### src/rtl/spi_word_feeder_if.sv
// spi_word_feeder_if: write-side and serializer-side signals of the SPI word feeder
interface spi_word_feeder_if #(
  parameter int DATA_W     = 14,
  parameter int FIFO_DEPTH = 8
);
  localparam int LW = $clog2(FIFO_DEPTH) + 1;
  logic              i_Clr;
  logic [DATA_W-1:0] i_Wr_Data;
  logic              i_Wr_Valid;
  logic              o_Wr_Ready;
  logic              i_TX_Ready;
  logic [DATA_W-1:0] o_TX_Word;
  logic              o_Busy;
  logic [LW-1:0]     o_Fifo_Level;
  logic              o_Dup_Drop;
  logic              o_Overflow;
  logic              o_Err;
  modport slave (
    input  i_Clr, i_Wr_Data, i_Wr_Valid, i_TX_Ready,
    output o_Wr_Ready, o_TX_Word, o_Busy, o_Fifo_Level, o_Dup_Drop, o_Overflow, o_Err
  );
  modport master (
    output i_Clr, i_Wr_Data, i_Wr_Valid, i_TX_Ready,
    input  o_Wr_Ready, o_TX_Word, o_Busy, o_Fifo_Level, o_Dup_Drop, o_Overflow, o_Err
  );
endinterface

### src/rtl/spi_word_feeder.sv
// spi_word_feeder: FIFO-buffered, ready-paced word presenter for the SPI serializer
module spi_word_feeder #(
  parameter int DATA_W        = 14,
  parameter int FIFO_DEPTH    = 8,
  parameter int GAP_CLKS      = 2,
  parameter int START_TIMEOUT = 4
) (
  input logic              i_Clk,
  input logic              i_Rst_L,
  spi_word_feeder_if.slave bus
);
  localparam int AW   = $clog2(FIFO_DEPTH);
  localparam int LW   = AW + 1;
  localparam int CMAX = START_TIMEOUT > GAP_CLKS ? START_TIMEOUT : GAP_CLKS;
  localparam int CW   = $clog2(CMAX + 1) < 1 ? 1 : $clog2(CMAX + 1);
  typedef enum logic [1:0] {IDLE, WAIT_START, WAIT_DONE, GAP} state_t;
  state_t            state_q, state_d;
  logic [DATA_W-1:0] mem_q [FIFO_DEPTH];
  logic [AW-1:0]     wr_ptr_q, rd_ptr_q;
  logic [LW-1:0]     level_q, level_d;
  logic [CW-1:0]     cnt_q, cnt_d;
  logic [DATA_W-1:0] tx_word_q, tx_word_d;
  logic              wr_rdy_q, dup_q, ovf_q, err_q;
  logic              push, pop, dup, err_set;
  logic [DATA_W-1:0] head;
  assign head    = mem_q[rd_ptr_q];
  assign push    = bus.i_Wr_Valid & wr_rdy_q;
  assign pop     = (state_q == IDLE) && (level_q != '0) && bus.i_TX_Ready;
  assign dup     = pop && (head == tx_word_q);
  assign level_d = level_q + LW'(push) - LW'(pop);
  always_comb begin
    state_d   = state_q;
    cnt_d     = cnt_q;
    tx_word_d = tx_word_q;
    err_set   = 1'b0;
    case (state_q)
      IDLE:
        if (pop && !dup) begin
          tx_word_d = head;
          cnt_d     = CW'(START_TIMEOUT);
          state_d   = WAIT_START;
        end
      WAIT_START:
        if (!bus.i_TX_Ready) state_d = WAIT_DONE;
        else if (cnt_q <= CW'(1)) begin
          err_set = 1'b1;
          state_d = IDLE;
        end else cnt_d = cnt_q - CW'(1);
      WAIT_DONE:
        if (bus.i_TX_Ready) begin
          state_d = GAP_CLKS == 0 ? IDLE : GAP;
          cnt_d   = CW'(GAP_CLKS);
        end
      GAP: begin
        state_d = cnt_q <= CW'(1) ? IDLE : GAP;
        cnt_d   = cnt_q - CW'(1);
      end
      default: state_d = IDLE;
    endcase
  end
  // storage needs no reset: occupancy is governed entirely by the pointers and level
  always_ff @(posedge i_Clk)
    if (push) mem_q[wr_ptr_q] <= bus.i_Wr_Data;
  always_ff @(posedge i_Clk or negedge i_Rst_L)
    if (!i_Rst_L) begin
      state_q   <= IDLE;
      wr_ptr_q  <= '0;
      rd_ptr_q  <= '0;
      level_q   <= '0;
      cnt_q     <= '0;
      tx_word_q <= '0;
      wr_rdy_q  <= 1'b1;
      dup_q     <= 1'b0;
      ovf_q     <= 1'b0;
      err_q     <= 1'b0;
    end else begin
      state_q   <= state_d;
      wr_ptr_q  <= wr_ptr_q + AW'(push);
      rd_ptr_q  <= rd_ptr_q + AW'(pop);
      level_q   <= level_d;
      cnt_q     <= cnt_d;
      tx_word_q <= tx_word_d;
      wr_rdy_q  <= level_d != LW'(FIFO_DEPTH);
      dup_q     <= dup;
      ovf_q     <= (bus.i_Wr_Valid & ~wr_rdy_q) | (ovf_q & ~bus.i_Clr);
      err_q     <= err_set | (err_q & ~bus.i_Clr);
    end
  assign bus.o_Wr_Ready   = wr_rdy_q;
  assign bus.o_TX_Word    = tx_word_q;
  assign bus.o_Busy       = (state_q != IDLE) || (level_q != '0);
  assign bus.o_Fifo_Level = level_q;
  assign bus.o_Dup_Drop   = dup_q;
  assign bus.o_Overflow   = ovf_q;
  assign bus.o_Err        = err_q;
endmodule
### src/flat_wrapper.sv
// flat-port wrapper written by rule: the top's interface ports become plain ports
module spi_word_feeder_flat 
#(
  parameter int DATA_W        = 14,
  parameter int FIFO_DEPTH    = 8,
  parameter int GAP_CLKS      = 2,
  parameter int START_TIMEOUT = 4
)
  (i_Clk, i_Rst_L, bus_i_Clr, bus_i_Wr_Data, bus_i_Wr_Valid, bus_i_TX_Ready, bus_o_Wr_Ready, bus_o_TX_Word, bus_o_Busy, bus_o_Fifo_Level, bus_o_Dup_Drop, bus_o_Overflow, bus_o_Err);
  spi_word_feeder_if #(.DATA_W(DATA_W), .FIFO_DEPTH(FIFO_DEPTH)) bus_i ();
  input logic i_Clk;
  input logic i_Rst_L;
  input wire logic [$bits(bus_i.i_Clr)-1:0] bus_i_Clr;
  input wire logic [$bits(bus_i.i_Wr_Data)-1:0] bus_i_Wr_Data;
  input wire logic [$bits(bus_i.i_Wr_Valid)-1:0] bus_i_Wr_Valid;
  input wire logic [$bits(bus_i.i_TX_Ready)-1:0] bus_i_TX_Ready;
  output wire logic [$bits(bus_i.o_Wr_Ready)-1:0] bus_o_Wr_Ready;
  output wire logic [$bits(bus_i.o_TX_Word)-1:0] bus_o_TX_Word;
  output wire logic [$bits(bus_i.o_Busy)-1:0] bus_o_Busy;
  output wire logic [$bits(bus_i.o_Fifo_Level)-1:0] bus_o_Fifo_Level;
  output wire logic [$bits(bus_i.o_Dup_Drop)-1:0] bus_o_Dup_Drop;
  output wire logic [$bits(bus_i.o_Overflow)-1:0] bus_o_Overflow;
  output wire logic [$bits(bus_i.o_Err)-1:0] bus_o_Err;
  assign bus_i.i_Clr = bus_i_Clr;
  assign bus_i.i_Wr_Data = bus_i_Wr_Data;
  assign bus_i.i_Wr_Valid = bus_i_Wr_Valid;
  assign bus_i.i_TX_Ready = bus_i_TX_Ready;
  assign bus_o_Wr_Ready = bus_i.o_Wr_Ready;
  assign bus_o_TX_Word = bus_i.o_TX_Word;
  assign bus_o_Busy = bus_i.o_Busy;
  assign bus_o_Fifo_Level = bus_i.o_Fifo_Level;
  assign bus_o_Dup_Drop = bus_i.o_Dup_Drop;
  assign bus_o_Overflow = bus_i.o_Overflow;
  assign bus_o_Err = bus_i.o_Err;
  spi_word_feeder #(.DATA_W(DATA_W), .FIFO_DEPTH(FIFO_DEPTH), .GAP_CLKS(GAP_CLKS), .START_TIMEOUT(START_TIMEOUT)) u_core (.i_Clk(i_Clk), .i_Rst_L(i_Rst_L), .bus(bus_i));
endmodule
### config.mk
export PLATFORM = sky130hd
export DESIGN_NAME = spi_word_feeder_flat
export DESIGN_NICKNAME = d
export VERILOG_FILES = /design/src/rtl/spi_word_feeder_if.sv /design/src/rtl/spi_word_feeder.sv /design/src/flat_wrapper.sv
export SDC_FILE = /design/constraint.sdc
export NUM_CORES = 1
export LEC_CHECK = 0
export CAP_MARGIN = 20
export CORE_MARGIN = 8
export CORE_UTILIZATION = 56
export CTS_CLUSTER_SIZE = 12
export DETAILED_ROUTE_END_ITERATION = 6
export GPL_TIMING_DRIVEN = 0
export PLACE_DENSITY = 0.77
export SYNTH_ARGS = -nofsm -noshare
export SYNTH_HDL_FRONTEND = slang
export SYNTH_SLANG_ARGS = --single-unit
### constraint.sdc
create_clock -name i_Clk -period 3.44 [get_ports i_Clk]
set_clock_uncertainty 0.05 [all_clocks]
set_input_delay 0.344 -clock i_Clk [delete_from_list [all_inputs] [get_ports i_Clk]]
set_output_delay 0.344 -clock i_Clk [all_outputs]
set_load 0.02 [all_outputs]
==> impl_metrics.ini <==
[yosys]
ys_top_cells_by_count = 112 x edfxtp_1, 47 x mux2i_1, 32 x dfrtp_1
synthFlopType = edfxtp_1
async_flop_share_pct = 22.8
yosysUniqueCellTypes = 46
synth_most_common_cell = edfxtp_1
synthesis.nets = 415
synthCells = 384
ys_seq_area_share_pct = 68.3
synth-edff-count = 112
yosys.area.top_type_share_pct = 54.8
synth_area_um2 = 6130
yosys_warnings = 0
ys_ff_latch = 145
netlist_top_cells_area = edfxtp_1 55%, dfrtp_1 13%, mux2i_1 7.7%
synth_top_area_cell = edfxtp_1
avgSynthCellArea_um2 = 16.0

[timing]
fmax_mhz = 315
setup_violations = 0
period_share_pct = 92.2
maxSlewHeadroom_pct = 30.4
period_minus_slack_ps = 3170
drv_slew = 0
hold_viol = 0
rsz0062_at_grt = false
tightestPinTransition_ps = 1040

[setup_path]
ff2ff_setup_slack_ps = 270
timing.rr.end = u_core.bus.o_TX_Word[11]
path_buf_inv = 2
max_stage_delay_ps = 510
worst-r2r-cell-count = 9
cp_cell_sequence = nor2b_1 > buf_2 > a22o_1 > or3_1 > nand4_1 > nor4_4 > a31oi_4 > buf_6 > mux2_4
startpoint_type = register
required_ps = 3800
critPathKind = reg2reg
critical-path-top-delay-family = simple AND/OR/NAND/NOR gates
end_kind = register
worstPathMaxFanout = 10
cpMaxStageDelayCell = dfrtp_1
arrival_ps = 3540
reg2reg_from = u_core.rd_ptr_q[1]

[global_route]
antenna_found_initial = 0
globalRouteMet1Util_pct = 23.0
grt_pass1_vias = 3541
grt-ovfl-total = 0
grt.met2_usage_pct = 28.4
grt_pass1_wl_mm = 19.6
grt_max_degree = 34
globalRoute.busiestLayer = met2
grt_util_met3_pct = 5.13
grtUsageTotal_pct = 18.3

[cts]
cts.htree.levels = 4
clk_path_buf_depth = 2
clockRootBuffer = clkbuf_8
cts.sinks = 145
cts_buffers = 17
clk_latency_ps = 530
clk_pin_slew_ps = 60
cts_tree = done
post-cts-setup-buffers = 0

[floorplanning]
row_count = 38
die_y_um = 121
design.core.area_um2 = 10700
boundaryPins = 42
die_x_um = 121
die-area_um2 = 14600
initial_core_util_pct = 57.1

[place]
io_buffers = 41
place_congestion = 0.740
dpl.hpwl_mm = 8.36
dp_cells = 571
placedInstanceArea_um2 = 6820

[drt]
via_per_inst = 5.74
drc = 0
vias = 3465
drtIter0Drc = 312
wl_per_cell_um = 21.0
drt-total-wl_mm = 12.7
ant_nets = 0
drtPass1Iterations = 4

[pwr]
power.density_nw_per_um2 = 933
finalPower_mw = 6.90
leakage_nw = 2.83
ir_drop_mv = 0.480

[min_path]
min-delay-start = bus_i_Wr_Valid
min_path_cells = 3
hold_class = in2reg
worstHoldEndpoint = u_core.bus.o_Overflow

[finish]
fin_nets = 482
drive_above_1_share_pct = 17.7
area_delta_synth_final_pct = 20.6
instances_no_fill = 604
final_area_um2 = 7400
antennaDiodeCount = 0
fillerInstances = 737
finish.utilization_pct = 68.8

[run_status]
outcome = completed

[flow_run]
cap_viol_max_count = 0
## routing by layer
metal	vias to the layer above	part of all wire, %
met5	-	0
met3	29	6.7
met1	1721	42
li1	1601	-
met4	0	3.2
met2	114	48
## layout by cell type, fill, tap and decap left out, types with 8 or more instances in the layout
cell             count
edfxtp_1           112
mux2i_1             47
clkdlybuf4s50_1     40
dfrtp_1             32
nor2_1              21
inv_1               18
clkbuf_16           16
a22o_1              15
mux2_2              12
ha_1                11
xor2_1               8
## worst min-delay path, cell delays in order
cell and delay (ps):
clkdlybuf4s50_1 420, inv_1 60, o22ai_1 70
## worst max path at each step
stage | start | slack (ps) | cells past startpoint | endpoint
2_1_floorplan | u_core.bus.o_Fifo_Level[2] | 670 | 12 | u_core.bus.o_Wr_Ready
3_3_place_gp | bus_i_Wr_Valid | -270 | 4 | u_core.mem_q[0][9]
3_5_place_dp | u_core.rd_ptr_q[1] | 300 | 9 | u_core.bus.o_TX_Word[1]
4_1_cts | u_core.rd_ptr_q[1] | 250 | 9 | u_core.bus.o_TX_Word[11]
5_1_grt | u_core.rd_ptr_q[1] | 100 | 9 | u_core.bus.o_TX_Word[11]
6_report | u_core.rd_ptr_q[1] | 270 | 9 | u_core.bus.o_TX_Word[11]
## sequential cells by signal, indices dropped and copies added (netlist names)
name                     cells
u_core.bus.o_Dup_Drop        1
u_core.rd_ptr_q              3
u_core.state_q               2
u_core.bus.o_TX_Word        14
u_core.bus.o_Overflow        1
u_core.cnt_q                 3
u_core.bus.o_Err             1
u_core.bus.o_Fifo_Level      4
u_core.bus.o_Wr_Ready        1
u_core.mem_q               112
u_core.wr_ptr_q              3
## power breakdown
part | switching [mW] | leakage (nW) | internal, mW
registers | 0.225 | 1.41 | 2.28
clock network | 0.665 | 0.270 | 1.09
logic | 1.47 | 1.15 | 1.17
## through the flow
step	setup TNS, ps	hold slack [ps]	setup slack [ps]
after floorplan	0	-1.59	668
after global placement	-7030	456	-273
after detailed placement	0	415	297
after CTS	0	332	253
after global routing	0	378	104
final	0	364	267
## cell type report
cell class | instances | area [um^2] | share of cell area [%]
flip-flops and latches | 145 | 4190 | 56.7
multi-input cells | 207 | 1780 | 24.1
repair buffers | 48 | 498 | 6.73
clock buffers | 19 | 422 | 5.70
well taps | 140 | 175 | 2.37
clock inverters | 13 | 144 | 1.95
plain buffers | 14 | 120 | 1.62
inverters | 18 | 67.6 | 0.914
## logic make-up after synthesis
family | Yosys count | synth area share, %
adders and majority gates | 12 | 2.57
xor gates and xnor gates | 11 | 1.57
muxes | 69 | 12.4
DFF | 145 | 68.3
AOI/OAI and AO/OA | 53 | 6.75
buffers and inverters | 32 | 3.06
and+or+nand+nor | 62 | 5.26
## repair_timing
action,4_1_cts,5_1_grt
endpoints found under the hold margin,32,0
resized for setup,0,0
endpoints found under the setup margin,0,0
hold buffers,1,0
Power figures use the tool's default switching activity.
